`config.mk`:
```
export PLATFORM = sky130hd
export DESIGN_NAME = instr_fetch
export DESIGN_NICKNAME = d
export VERILOG_FILES = /design/src/rtl/instr_fetch.sv
export SDC_FILE = /design/constraint.sdc
export NUM_CORES = 1
export LEC_CHECK = 0
export ABC_AREA = 1
export CAP_MARGIN = 0
export CELL_PAD_IN_SITES_DETAIL_PLACEMENT = 1
export CELL_PAD_IN_SITES_GLOBAL_PLACEMENT = 1
export CORE_ASPECT_RATIO = 1.5
export CORE_UTILIZATION = 41
export CTS_CLUSTER_DIAMETER = 60
export DETAILED_ROUTE_END_ITERATION = 8
export GPL_TIMING_DRIVEN = 1
export HOLD_SLACK_MARGIN = 0.05
export PLACE_DENSITY_LB_ADDON = 0.1
export SYNTH_ARGS = -nofsm -noshare
export SYNTH_HDL_FRONTEND = slang
export SYNTH_SLANG_ARGS = --single-unit
```
`constraint.sdc`:
```
create_clock -name clk_i -period 4.8 [get_ports clk_i]
set_clock_uncertainty 0.15 [all_clocks]
set_input_delay 0.96 -clock clk_i [delete_from_list [all_inputs] [get_ports clk_i]]
set_output_delay 0.96 -clock clk_i [all_outputs]
set_load 0.02 [all_outputs]
```
`src/rtl/instr_fetch.sv`:
```
// instr_fetch: PC generation, 1-cycle synchronous imem read, 2-entry output queue to decode with redirect flush
// Optional feature macro: FETCH_PERF_EN adds saturating perf counters perf_fetched_o/perf_stalls_o/perf_flushes_o
module instr_fetch #(
   parameter int                 P_WIDTH  = 12,
   parameter int                 I_WIDTH  = 9,
   parameter logic [P_WIDTH-1:0] RESET_PC = '0,
   parameter logic [P_WIDTH-1:0] LAST_PC  = '1
) (
   input  logic               clk_i,
   input  logic               reset_i,
   input  logic               start_i,
   output logic               imem_rd_o,
   output logic [P_WIDTH-1:0] imem_addr_o,
   input  logic [I_WIDTH-1:0] imem_data_i,
   input  logic               redir_valid_i,
   input  logic [P_WIDTH-1:0] redir_pc_i,
   output logic               inst_valid_o,
   input  logic               inst_ready_i,
   output logic [I_WIDTH-1:0] inst_o,
   output logic [P_WIDTH-1:0] inst_pc_o,
   output logic [P_WIDTH-1:0] link_pc_o,
`ifdef FETCH_PERF_EN
   output logic [15:0]        perf_fetched_o,
   output logic [15:0]        perf_stalls_o,
   output logic [15:0]        perf_flushes_o,
`endif
   output logic               done_o
);

   typedef enum logic [1:0] {IDLE, RUN, DRAIN, DONE} state_t;

   typedef struct packed {
      logic [I_WIDTH-1:0] inst;
      logic [P_WIDTH-1:0] pc;
      logic [P_WIDTH-1:0] link;
   } entry_t;

   state_t             state_q;
   logic [P_WIDTH-1:0] pc_q, pc_d;
   logic [P_WIDTH-1:0] fpc_q, fpc_d;
   logic               fly_q, fly_d;
   logic [1:0]         occ_q, occ_d;
   entry_t             e0_q, e0_d, e1_q, e1_d, rsp;
   logic               done_q;
   logic               active, redir, flush, pop, issue;

   assign active       = (state_q == RUN) || (state_q == DRAIN);
   assign redir        = active && redir_valid_i;
   assign flush        = redir || start_i;
   assign pop          = inst_valid_o && inst_ready_i;
   assign issue        = (state_q == RUN) && !flush &&
                         (({1'b0, occ_q} + {2'b0, fly_q}) < (3'd2 + {2'b0, pop}));
   assign rsp          = {imem_data_i, fpc_q, fpc_q + P_WIDTH'(1)};
   assign imem_rd_o    = issue;
   assign imem_addr_o  = pc_q;
   assign inst_valid_o = occ_q != 2'd0;
   assign inst_o       = e0_q.inst;
   assign inst_pc_o    = e0_q.pc;
   assign link_pc_o    = e0_q.link;
   assign done_o       = done_q;

   // next PC, in-flight tracking and queue contents; a response is only pushed if its read was not flushed
   always_comb begin
      pc_d  = issue ? pc_q + P_WIDTH'(1) : pc_q;
      fpc_d = issue ? pc_q : fpc_q;
      fly_d = issue;
      occ_d = occ_q - {1'b0, pop} + {1'b0, fly_q};
      e0_d  = pop ? e1_q : e0_q;
      e1_d  = e1_q;
      if (fly_q && (occ_q - {1'b0, pop}) == 2'd0)
         e0_d = rsp;
      else if (fly_q)
         e1_d = rsp;
      if (flush) begin
         occ_d = 2'd0;
         fly_d = 1'b0;
         pc_d  = redir ? redir_pc_i : RESET_PC;
      end
   end

   // fetch FSM plus all datapath registers
   always_ff @(posedge clk_i) begin
      if (reset_i) begin
         state_q <= IDLE;
         pc_q    <= RESET_PC;
         fpc_q   <= '0;
         fly_q   <= 1'b0;
         occ_q   <= 2'd0;
         e0_q    <= '0;
         e1_q    <= '0;
         done_q  <= 1'b0;
      end else begin
         pc_q  <= pc_d;
         fpc_q <= fpc_d;
         fly_q <= fly_d;
         occ_q <= occ_d;
         e0_q  <= e0_d;
         e1_q  <= e1_d;
         if (flush) begin
            state_q <= RUN;
            done_q  <= 1'b0;
         end else begin
            case (state_q)
               RUN:     state_q <= (issue && pc_q == LAST_PC) ? DRAIN : RUN;
               DRAIN: begin
                  if (occ_d == 2'd0 && !fly_d) begin
                     state_q <= DONE;
                     done_q  <= 1'b1;
                  end
               end
               default: state_q <= state_q;
            endcase
         end
      end
   end

`ifdef FETCH_PERF_EN
   logic [15:0] fetched_q, stalls_q, flushes_q;

   assign perf_fetched_o = fetched_q;
   assign perf_stalls_o  = stalls_q;
   assign perf_flushes_o = flushes_q;

   // saturating event counters, cleared by reset or start
   always_ff @(posedge clk_i) begin
      if (reset_i || start_i) begin
         fetched_q <= '0;
         stalls_q  <= '0;
         flushes_q <= '0;
      end else begin
         if (pop && fetched_q != 16'hFFFF)
            fetched_q <= fetched_q + 16'd1;
         if (inst_valid_o && !inst_ready_i && stalls_q != 16'hFFFF)
            stalls_q <= stalls_q + 16'd1;
         if (redir && flushes_q != 16'hFFFF)
            flushes_q <= flushes_q + 16'd1;
      end
   end
`endif

endmodule

```
Word-level counts from Yosys, hierarchy flattened. Index checks and enable logic that the tools add are counted.

Bits in registers: 96. Input port bits: 26.

Add/subtract/negate cells: 6. Magnitude comparators: 1. Eq/ne operators: 5. Multiplexer cells: 11. Bitwise gates (word level): 1. Reductions and logical operators: 23.

Operators with widths (number): 33-bit 2-to-1 mux (2); 12-bit 2-to-1 mux (3); 12-bit by 1-bit adder with 12-bit output, second input constant (2); 12-bit == test, second input constant (1); 2-bit AND reduction (4); 2-bit nonzero test (4); 1-bit logical AND (7); 2-bit 2-to-1 mux (3); 2-bit logical NOT (2); 2-bit case mux with 2 select lines (1); 2-bit by 1-bit adder with 3-bit output (1); 2-bit by 1-bit adder with 3-bit output, first input constant (1); 3-bit less-than comparator (1); 3-bit by 2-bit != test with 1-bit output, second input constant (1); 3-bit nonzero test (1); 2-bit by 1-bit adder with 2-bit output (1); 2-bit by 1-bit == test with 1-bit output, second input constant (1); 2-bit == test, second input constant (1); 1-bit logical NOT (2); 1-bit logical OR (2); 1-bit 2-to-1 mux (2); 2-bit by 1-bit != test with 1-bit output, second input constant (1); 2-bit OR reduction (1); 2-bit by 1-bit subtractor with 2-bit output (1); 1-bit NOT (1).

Logic depth before layout (Yosys ltp). Gate-level depths: netlist of the first run.

Depth after elaboration: 13. Gate-level depth with buffers: 17. Gate-level depth less buffers: 16.

Worst setup path before layout of the first run. No wires, ideal clock.

Path type: in2reg. From: input port inst_ready_i. To: register state_q[0]. Library setup time: 0.109 ns. Arrival: 2.401 ns. Required time: 4.541 ns. Setup slack: 2.140 ns. Stages: 15. Cells stage by stage: nand2_1 inv_2 buf_2 ha_1 inv_1 ha_1 nand3_1 nand2_1 inv_1 nand3_2 nand2_1 nand2_1 nand3_1 nand2_1 inv_1.

Cells in the longest elaborated chain, start to end: 9.

RTL lines: start, declared (line 18) `input logic inst_ready_i,`; 1-bit logical AND (*) (line 50) `assign pop = inst_valid_o && inst_ready_i;`; 2-bit by 1-bit adder with 3-bit output (line 52) `(({1'b0, occ_q} + {2'b0, fly_q}) < (3'd2 + {2'b0, pop}));`; 3-bit less-than comparator (line 52); 1-bit logical AND (line 51) `assign issue = (state_q == RUN) && !flush &&`; 1-bit 2-to-1 mux (line 74) `if (flush) begin`; 1-bit logical NOT (line 106) `if (occ_d == 2'd0 && !fly_d) begin`; 1-bit logical AND (line 106); 3-bit by 2-bit != test with 1-bit output (no source line); 2-bit AND reduction (no source line); end signal, assigned (line 104) `RUN: state_q <= (issue && pc_q == LAST_PC) ? DRAIN : RUN;`; end signal, assigned (line 111) `default: state_q <= state_q;`; end, declared (line 38) `state_t state_q;`.

Every way passes the cells marked *; elsewhere a longest branch is shown, timed or not. A chain may end at the register's enable or synchronous reset.

Worst setup path after layout of the first run.
From: input port redir_valid_i. To: output port imem_rd_o.

Cells in the longest elaborated chain, start to end: 5.

RTL lines: start, declared (line 15) `input logic redir_valid_i,`; 1-bit logical AND (line 48) `assign redir = active && redir_valid_i;`; 1-bit logical OR (line 49) `assign flush = redir || start_i;`; 1-bit logical NOT (line 51); 1-bit logical AND (2 in series) (line 51); end, declared (line 12) `output logic imem_rd_o,`.

Every way passes these cells.

==> impl_summary.log, run 1 <==
INFO  metric ir_worst_vdd = ~0.00019 V
INFO  metric status = completed
INFO  metric endpoint_of_the_lowest_slack_register_to_register_path = e1_q[13]
INFO  metric setup_violations = 0
INFO  metric tritoncts = done
INFO  metric pre_cts_slack = around 0.92 ns
INFO  metric timing.final.crit_share = 80.38%
INFO  metric gp_congestion = between 0.8 and 0.9
INFO  metric fp-row-count = 45
INFO  metric drt_drc_violations_left = 0
INFO  metric routed-wl-met3 = approximately 280 um
INFO  metric post_synth_num_cell_types = 31
INFO  metric synth_top_cell_by_area = sky130_fd_sc_hd__dfxtp_1
INFO  metric die-width = 85.96 um
INFO  metric route.detailed.vias_per_inst = between 5 and 6
INFO  metric routed_len_inst = ~16 um
INFO  metric cts_buffer_count = 9
INFO  metric synthArstFlopShare = 0%
INFO  metric netlist.area_leader.share = roughly 44%
INFO  metric holdPathEnd = e1_q[2]
INFO  metric drt_iter0_drc = approximately 140
INFO  metric critical_path.reg2reg.startpoint = occ_q[1]
INFO  metric synth_edf_count = 0
INFO  metric crit_required = around 3.7 ns
INFO  metric critPathCaptureType = primary output
INFO  metric path_class = primary input to primary output
INFO  metric ff2ff_setup_slack = 1.86 ns
INFO  metric critPathMaxFanout = 27
INFO  metric synth.yosys.seq_area_share = about 44%
INFO  metric ys_seq_elements = between 90 and 100
INFO  metric drt_wl_total = between 10 and 15 mm
INFO  metric clock-sinks = 96
INFO  metric setup_total_negative_slack = 0 ns
INFO  metric timing.critical_path.from_type = primary input
INFO  metric synthesis.area = roughly 4300 um^2
INFO  metric r2r_cells = 13
INFO  metric ctsRootBufferMaster = sky130_fd_sc_hd__clkbuf_16
INFO  metric syn_inst = slightly below 600
INFO  metric num-nets-final = between 600 and 700
INFO  metric fmaxAchievable = ~260 MHz
INFO  metric cp_num_buf_inv = 3
INFO  metric final_core_utilization = a little over half
INFO  metric grt_pass1_wl = around 21 mm
INFO  metric tightest_slew = 0.8355 ns
INFO  metric fin_ws = approximately 0.94 ns
INFO  metric ys_warn_count = 0
INFO  metric cellLeakagePower = 1.969 nW
INFO  metric number_of_antenna_violations_at_the_first_check_in_global_routing = 0
INFO  metric design_power_total = ~1.8 mW
INFO  metric numPortBuffers = 73
INFO  metric rsz_0062_raised_after_global_routing = false
INFO  metric overflow = 0
INFO  metric slowest_library_cell_on_the_worst_path = sky130_fd_sc_hd__clkdlybuf4s50_1
INFO  metric antennaDiodeCount = 0
INFO  metric critical_path_arrival = between 2 and 3 ns
INFO  metric synth_area_per_cell = approximately 7.4 um^2
INFO  metric cts_hold_buffers = 0
INFO  metric die_area = 11,000 um^2
INFO  metric most_instantiated_cells_after_synthesis = sky130_fd_sc_hd__nand2_1 (115), sky130_fd_sc_hd__dfxtp_1 (96), sky130_fd_sc_hd__o21ai_0 (61), sky130_fd_sc_hd__a21oi_1 (53), sky130_fd_sc_hd__nand3_1 (51)
INFO  metric powerDensity = between 300 and 400 nW/um^2
INFO  metric hold_depth = 2
INFO  metric first_global_vias = roughly 4,400
INFO  metric timing.slew.headroom = roughly 44%
INFO  metric top_signal_layer_used = met4
INFO  metric worst_skew_pair.late_latency = 0.35 ns
INFO  metric dp.final_hpwl = approximately 8.6 mm
INFO  metric num_io_pins = 74
INFO  metric synth_flop_cell = sky130_fd_sc_hd__dfxtp_1
INFO  metric effective_utilization_at_floorplan = around 43%
INFO  metric fp.coreArea = around 10,000 um^2
INFO  metric cell_with_the_most_instances_after_synthesis = sky130_fd_sc_hd__nand2_1
INFO  metric floorplan.die.height = 127.9 um
INFO  metric pin_count_of_the_biggest_net_entering_global_routing = 46
INFO  metric drive_above_1_share = slightly above 7%
INFO  metric grt_use_total = 24.44%
INFO  metric worst_path_largest_cell_delay = approximately 0.63 ns
INFO  metric routed_met2_length = 6.874 mm
INFO  metric finalWorstPathRequiredPeriod = 3.858 ns
INFO  metric min-delay-start = e1_q[2]
INFO  metric ctsResizeCount = 0
INFO  metric final_hold_violation_count = 0
INFO  metric ys_top_cells_by_area = sky130_fd_sc_hd__dfxtp_1 (44%), sky130_fd_sc_hd__nand2_1 (10%), sky130_fd_sc_hd__o21ai_0 (7.0%)
INFO  metric clk_pin_slew = around 0.060 ns
INFO  metric area_delta_synth_final = 24.30%
INFO  metric cts_max_path_buffers = 2
INFO  metric timing.final.max_slew_violations = 0
INFO  metric drv_cap = 0
INFO  metric hold_path.class = flop to flop
INFO  metric number_of_antenna_violating_nets_in_the_routed_design = 0
INFO  metric cts_post_setup_buffers_inserted = 0
INFO  metric top_cell_family_by_delay_on_the_critical_path = buffers and inverters
INFO  metric m1WireLength = approximately 5.1 mm
INFO  metric h-tree-depth = 3
INFO  metric path_cells = clkdlybuf4s50_1 -> nand2_2 -> nand2_4 -> nor2_2 -> nand2_4 -> inv_2 -> clkdlybuf4s50_1
INFO  metric detailroute.via_count = approximately 4,100
INFO  metric drt-pass1-iter-count = 4
INFO  metric post_synthesis_net_count = between 600 and 700
-- worst max-delay path by stage --
stage,from,slack [ns],endpoint,depth (start not counted)
floorplan,inst_ready_i,2.14,state_q[0],15
global placement,redir_valid_i,0.97,imem_rd_o,7
detailed placement,redir_valid_i,0.92,imem_rd_o,7
CTS,redir_valid_i,0.92,imem_rd_o,7
global route,redir_valid_i,0.82,imem_rd_o,7
finish,redir_valid_i,0.94,imem_rd_o,7
-- power breakdown --
part	leakage, nW	internal [mW]	switching (mW)	total (mW)
clock network	0.128	0.364	0.307	0.671
logic	1.06	0.0899	0.138	0.228
registers	0.778	0.826	0.0310	0.857
total	1.97	1.28	0.476	1.76
-- worst min-delay path, cell delays in order, from the launching register on --
cell	delay (ns)
sky130_fd_sc_hd__dfxtp_1	0.30
sky130_fd_sc_hd__inv_1	0.06
sky130_fd_sc_hd__a21oi_1	0.05
-- metal layers --
layer	global-route usage [%]	up-vias
met5	0	-
met4	12.84	0
met3	2.769	25
met2	46.22	74
met1	26.02	1988
li1	-	2054
-- kinds of logic after synthesis --
group / synth area share [%]
flops: 44.33
buf+inv: 8.514
fa+ha+maj: 2.309
xor+xnor: 2.020
simple gates: 24.50
compound gates: 18.33
-- state kept, by name, indices dropped and copies added, names as in the netlist --
register     flops
done_o           1
e1_q            33
fly_q            1
fpc_q           12
imem_addr_o     12
inst_o           9
inst_pc_o       12
link_pc_o       12
occ_q            2
state_q          2
-- metrics by stage --
| stage | hold WS [ns] | cell area, um^2 | instances |
|---|---|---|---|
| detailed placement | 0.2913 | 5114 | 774 |
| CTS | 0.3013 | 5389 | 790 |
| global placement | 0.2827 | 5114 | 774 |
| finish | 0.3027 | 5389 | 790 |
| global route | 0.3124 | 5389 | 790 |
| floorplan | 0.2746 | 4335 | 587 |
-- placed cells by master, fill, tap and decap left out, types with 7 or more instances in the layout --
master / count
sky130_fd_sc_hd__nor2_1: 46
sky130_fd_sc_hd__inv_2: 7
sky130_fd_sc_hd__clkdlybuf4s50_1: 73
sky130_fd_sc_hd__ha_1: 8
sky130_fd_sc_hd__xor2_1: 9
sky130_fd_sc_hd__inv_1: 47
sky130_fd_sc_hd__dfxtp_1: 96
sky130_fd_sc_hd__nand2_1: 115
sky130_fd_sc_hd__a21oi_1: 53
sky130_fd_sc_hd__clkbuf_16: 9
sky130_fd_sc_hd__nand2_2: 7
sky130_fd_sc_hd__a31oi_1: 27
sky130_fd_sc_hd__nand3_1: 51
sky130_fd_sc_hd__o21ai_0: 61
-- cell type report --
class	count	area (um^2)
Timing Repair Buffer	78	768.2
Multi-Input combinational cell	405	2044
Inverter	54	202.7
Clock buffer	11	242.7
Tap cell	141	176.4
Sequential cell	96	1922
Clock inverter	5	32.53
Fill cell	1296	4802
No activity file was read; power rests on OpenSTA's default activity.
==> run 2: changes to the inputs <==
CORE_UTILIZATION = 38   (was 41)
clock period = 3.6 ns   (was 4.8 ns; I/O delays follow)
==> run 2 against run 1 <==
First-iteration DRC count is 4.4% lower. Via count rose by 0.97%. Hold slack better by 0.0095 ns. Setup slack lost 0.43 ns. Highest routed layer unchanged. Clock power increased by 47%. Flip-flop and latch count is the same. Total power rose by 39%. Sequential power is 33% higher. Critical endpoint unchanged.
==> impl_summary.log, run 2 (synthesized netlist as in run 1, its figures left out) <==
INFO  metric tightest_slew = 0.6098 ns (was 0.8355 ns)
INFO  metric pre_cts_slack = 0.3820 ns (was 0.9244 ns)
INFO  metric drt-pass1-iter-count = 4 (unchanged)
INFO  metric path_class = primary input to primary output (unchanged)
INFO  metric h-tree-depth = 3 (unchanged)
INFO  metric num_io_pins = 74 (unchanged)
INFO  metric top_signal_layer_used = met4 (unchanged)
INFO  metric sequentialPowerShare = 46.8% (was 48.8%)
INFO  metric numPortBuffers = 73 (unchanged)
INFO  metric powerDensity = 446.5 nW/um^2 (was 325.8 nW/um^2)
INFO  metric area_delta_synth_final = 26.12% (was 24.30%)
INFO  metric antennaDiodeCount = 0 (unchanged)
INFO  metric filler_cell_count = 1,414 (was 1,296)
INFO  metric largest_register_ff_count = 33 (unchanged)
INFO  metric fin_worst_hold_slack = 0.3121 ns (was 0.3027 ns)
INFO  metric multi_input_comb_area = 2044 um^2 (unchanged)
INFO  metric pin_count_of_the_biggest_net_entering_global_routing = 46 (unchanged)
INFO  metric register_area = 1922 um^2 (unchanged)
INFO  metric clk_pin_slew = 0.07 ns (was 0.06 ns)
INFO  metric drt_wl_total = 12.81 mm (was 12.59 mm)
INFO  metric timing.final.max_slew_violations = 0 (unchanged)
INFO  metric first_global_vias = 4,388 (was 4,377)
INFO  metric effective_utilization_at_floorplan = 39.21% (was 42.54%)
INFO  metric routed-wl-met3 = 366 um (was 282 um)
INFO  metric cts_max_path_buffers = 2 (unchanged)
INFO  metric hold_path.class = flop to flop (unchanged)
INFO  metric setup_violations = 0 (unchanged)
INFO  metric setup_total_negative_slack = 0 ns (unchanged)
INFO  metric timing.slew.headroom = 59.29% (was 44.10%)
INFO  metric overflow = 0 (unchanged)
INFO  metric routed_len_inst = 15.98 um (was 15.93 um)
INFO  metric m1WireLength = 5.273 mm (was 5.068 mm)
INFO  metric grt_pass1_wl = 21.43 mm (was 20.97 mm)
INFO  metric comb_power_share = 12.7% (was 13.0%)
INFO  metric fin_ws = 0.5122 ns (was 0.9417 ns)
INFO  metric largest_register = e1_q (unchanged)
INFO  metric final_core_utilization = 49.46% (was 52.88%)
INFO  metric ctsResizeCount = 0 (unchanged)
INFO  metric final_hold_violation_count = 0 (unchanged)
INFO  metric drv_cap = 0 (unchanged)
INFO  metric number_of_antenna_violations_at_the_first_check_in_global_routing = 0 (unchanged)
INFO  metric layout.cells.most_common_list = sky130_fd_sc_hd__nand2_1 (115), sky130_fd_sc_hd__dfxtp_1 (96), sky130_fd_sc_hd__clkdlybuf4s50_1 (73) (unchanged)
INFO  metric power.switching = 671.4 uW (was 476.2 uW)
INFO  metric cts_post_setup_buffers_inserted = 0 (unchanged)
INFO  metric drt_drc_violations_left = 0 (unchanged)
INFO  metric die-width = 89.21 um (was 85.96 um)
INFO  metric timing.final.crit_share = 85.77%
INFO  metric cts_buffer_count = 9 (unchanged)
INFO  metric power.clock.fraction = 40.4% (was 38.2%)
INFO  metric drt_iter0_drc = 130 (was 136)
INFO  metric cts_hold_buffers = 0 (unchanged)
INFO  metric cellLeakagePower = 2.013 nW (was 1.969 nW)
INFO  metric intPower = 1.770 mW (was 1.279 mW)
INFO  metric ctsRootBufferMaster = sky130_fd_sc_hd__clkbuf_16 (unchanged)
INFO  metric critPathCaptureType = primary output (unchanged)
INFO  metric rsz_0062_raised_after_global_routing = false (unchanged)
INFO  metric routed_met2_length = 6.863 mm (was 6.874 mm)
INFO  metric grt_use_total = 23.45% (was 24.44%)
INFO  metric crit_required = 2.73 ns (was 3.69 ns)
INFO  metric drive_above_1_share = 8.244% (was 7.242%)
INFO  metric gp_congestion = 0.9023 (was 0.8312)
INFO  metric fp.coreArea = 11,060 um^2 (was 10,190 um^2)
INFO  metric finalWorstPathRequiredPeriod = between 3 and 4 ns
INFO  metric clock-sinks = 96 (unchanged)
INFO  metric status = completed (unchanged)
INFO  metric floorplan.die.height = 132.8 um (was 127.9 um)
INFO  metric tritoncts = done (unchanged)
INFO  metric ir_worst_vdd = 0.0002116 V (was 0.0001903 V)
INFO  metric switching_share = 27.50% (was 27.12%)
INFO  metric fp-row-count = 47 (was 45)
INFO  metric worst_skew_pair.late_latency = 0.35 ns (about the same)
INFO  metric mostFrequentLayoutCell = sky130_fd_sc_hd__nand2_1 (unchanged)
INFO  metric critical_path_arrival = 2.22 ns (was 2.75 ns)
INFO  metric dp.final_hpwl = 8.900 mm (was 8.597 mm)
INFO  metric number_of_antenna_violating_nets_in_the_routed_design = 0 (unchanged)
INFO  metric critPathMaxFanout = 8 (was 27)
INFO  metric route.detailed.vias_per_inst = 5.213 (was 5.242)
INFO  metric design_power_total = 2.442 mW (was 1.756 mW)
INFO  metric fmaxAchievable = between 300 and 400 MHz
INFO  metric timing.critical_path.from_type = primary input (unchanged)
INFO  metric num-nets-final = 684 (was 678)
INFO  metric detailroute.via_count = 4,181 (was 4,141)
INFO  metric die_area = 11,850 um^2 (was 11,000 um^2)
-- run 2: cell type report --
cell class | count | area share [%]
flip-flops and latches | 96 | 35.15
well taps | 147 | 3.364
multi-input cells | 405 | 37.39
clock inverters | 7 | 1.396
clock buffers | 9 | 4.119
repair buffers | 84 | 14.87
inverters | 54 | 3.707
-- run 2: stage by stage --
stage	instance area, um^2	std cells
finish	5468	802
global route	5468	802
CTS	5468	802
detailed placement	5166	786
global placement	5166	786
floorplan	4335	587
-- run 2: final timing paths --
kind,slack [ns],end,from,depth (start not counted)
worst max-delay path,0.51,imem_rd_o,redir_valid_i,7
worst min-delay path,0.31,e1_q[2],e1_q[2],2
worst max register to register,1.06,link_pc_o[10],occ_q[1],11
worst min register to register,0.31,e1_q[2],e1_q[2],2
-- run 2: routing by layer --
metal	vias to the layer above	GRT usage (%)
met4	0	9.083
met1	2008	26.31
met2	76	43.04
li1	2075	-
met5	-	0
met3	22	3.431
-- run 2: critical path, stage by stage --
cell and delay [ns]:
sky130_fd_sc_hd__clkdlybuf4s50_1 0.43, sky130_fd_sc_hd__nand2_2 0.11, sky130_fd_sc_hd__nand2_4 0.10, sky130_fd_sc_hd__nor2_2 0.14
sky130_fd_sc_hd__nand2_4 0.06, sky130_fd_sc_hd__inv_2 0.06, sky130_fd_sc_hd__clkdlybuf4s50_1 0.59
-- run 2: power by group through the flow --
stage / logic [mW] / clock network [mW] / registers (mW)
2_1_floorplan: 0.158 / 0 / 1.18
3_3_place_gp: 0.307 / 0 / 1.17
3_5_place_dp: 0.314 / 0 / 1.17
4_1_cts: 0.316 / 1.01 / 1.14
5_1_grt: 0.345 / 1.05 / 1.15
6_report: 0.311 / 0.988 / 1.14
==> run 3: changes to the inputs <==
CTS_CLUSTER_SIZE = 8   (was not set)
==> results of run 3 <==
The final DEF is identical to that of run 2; final timing and power are the same.
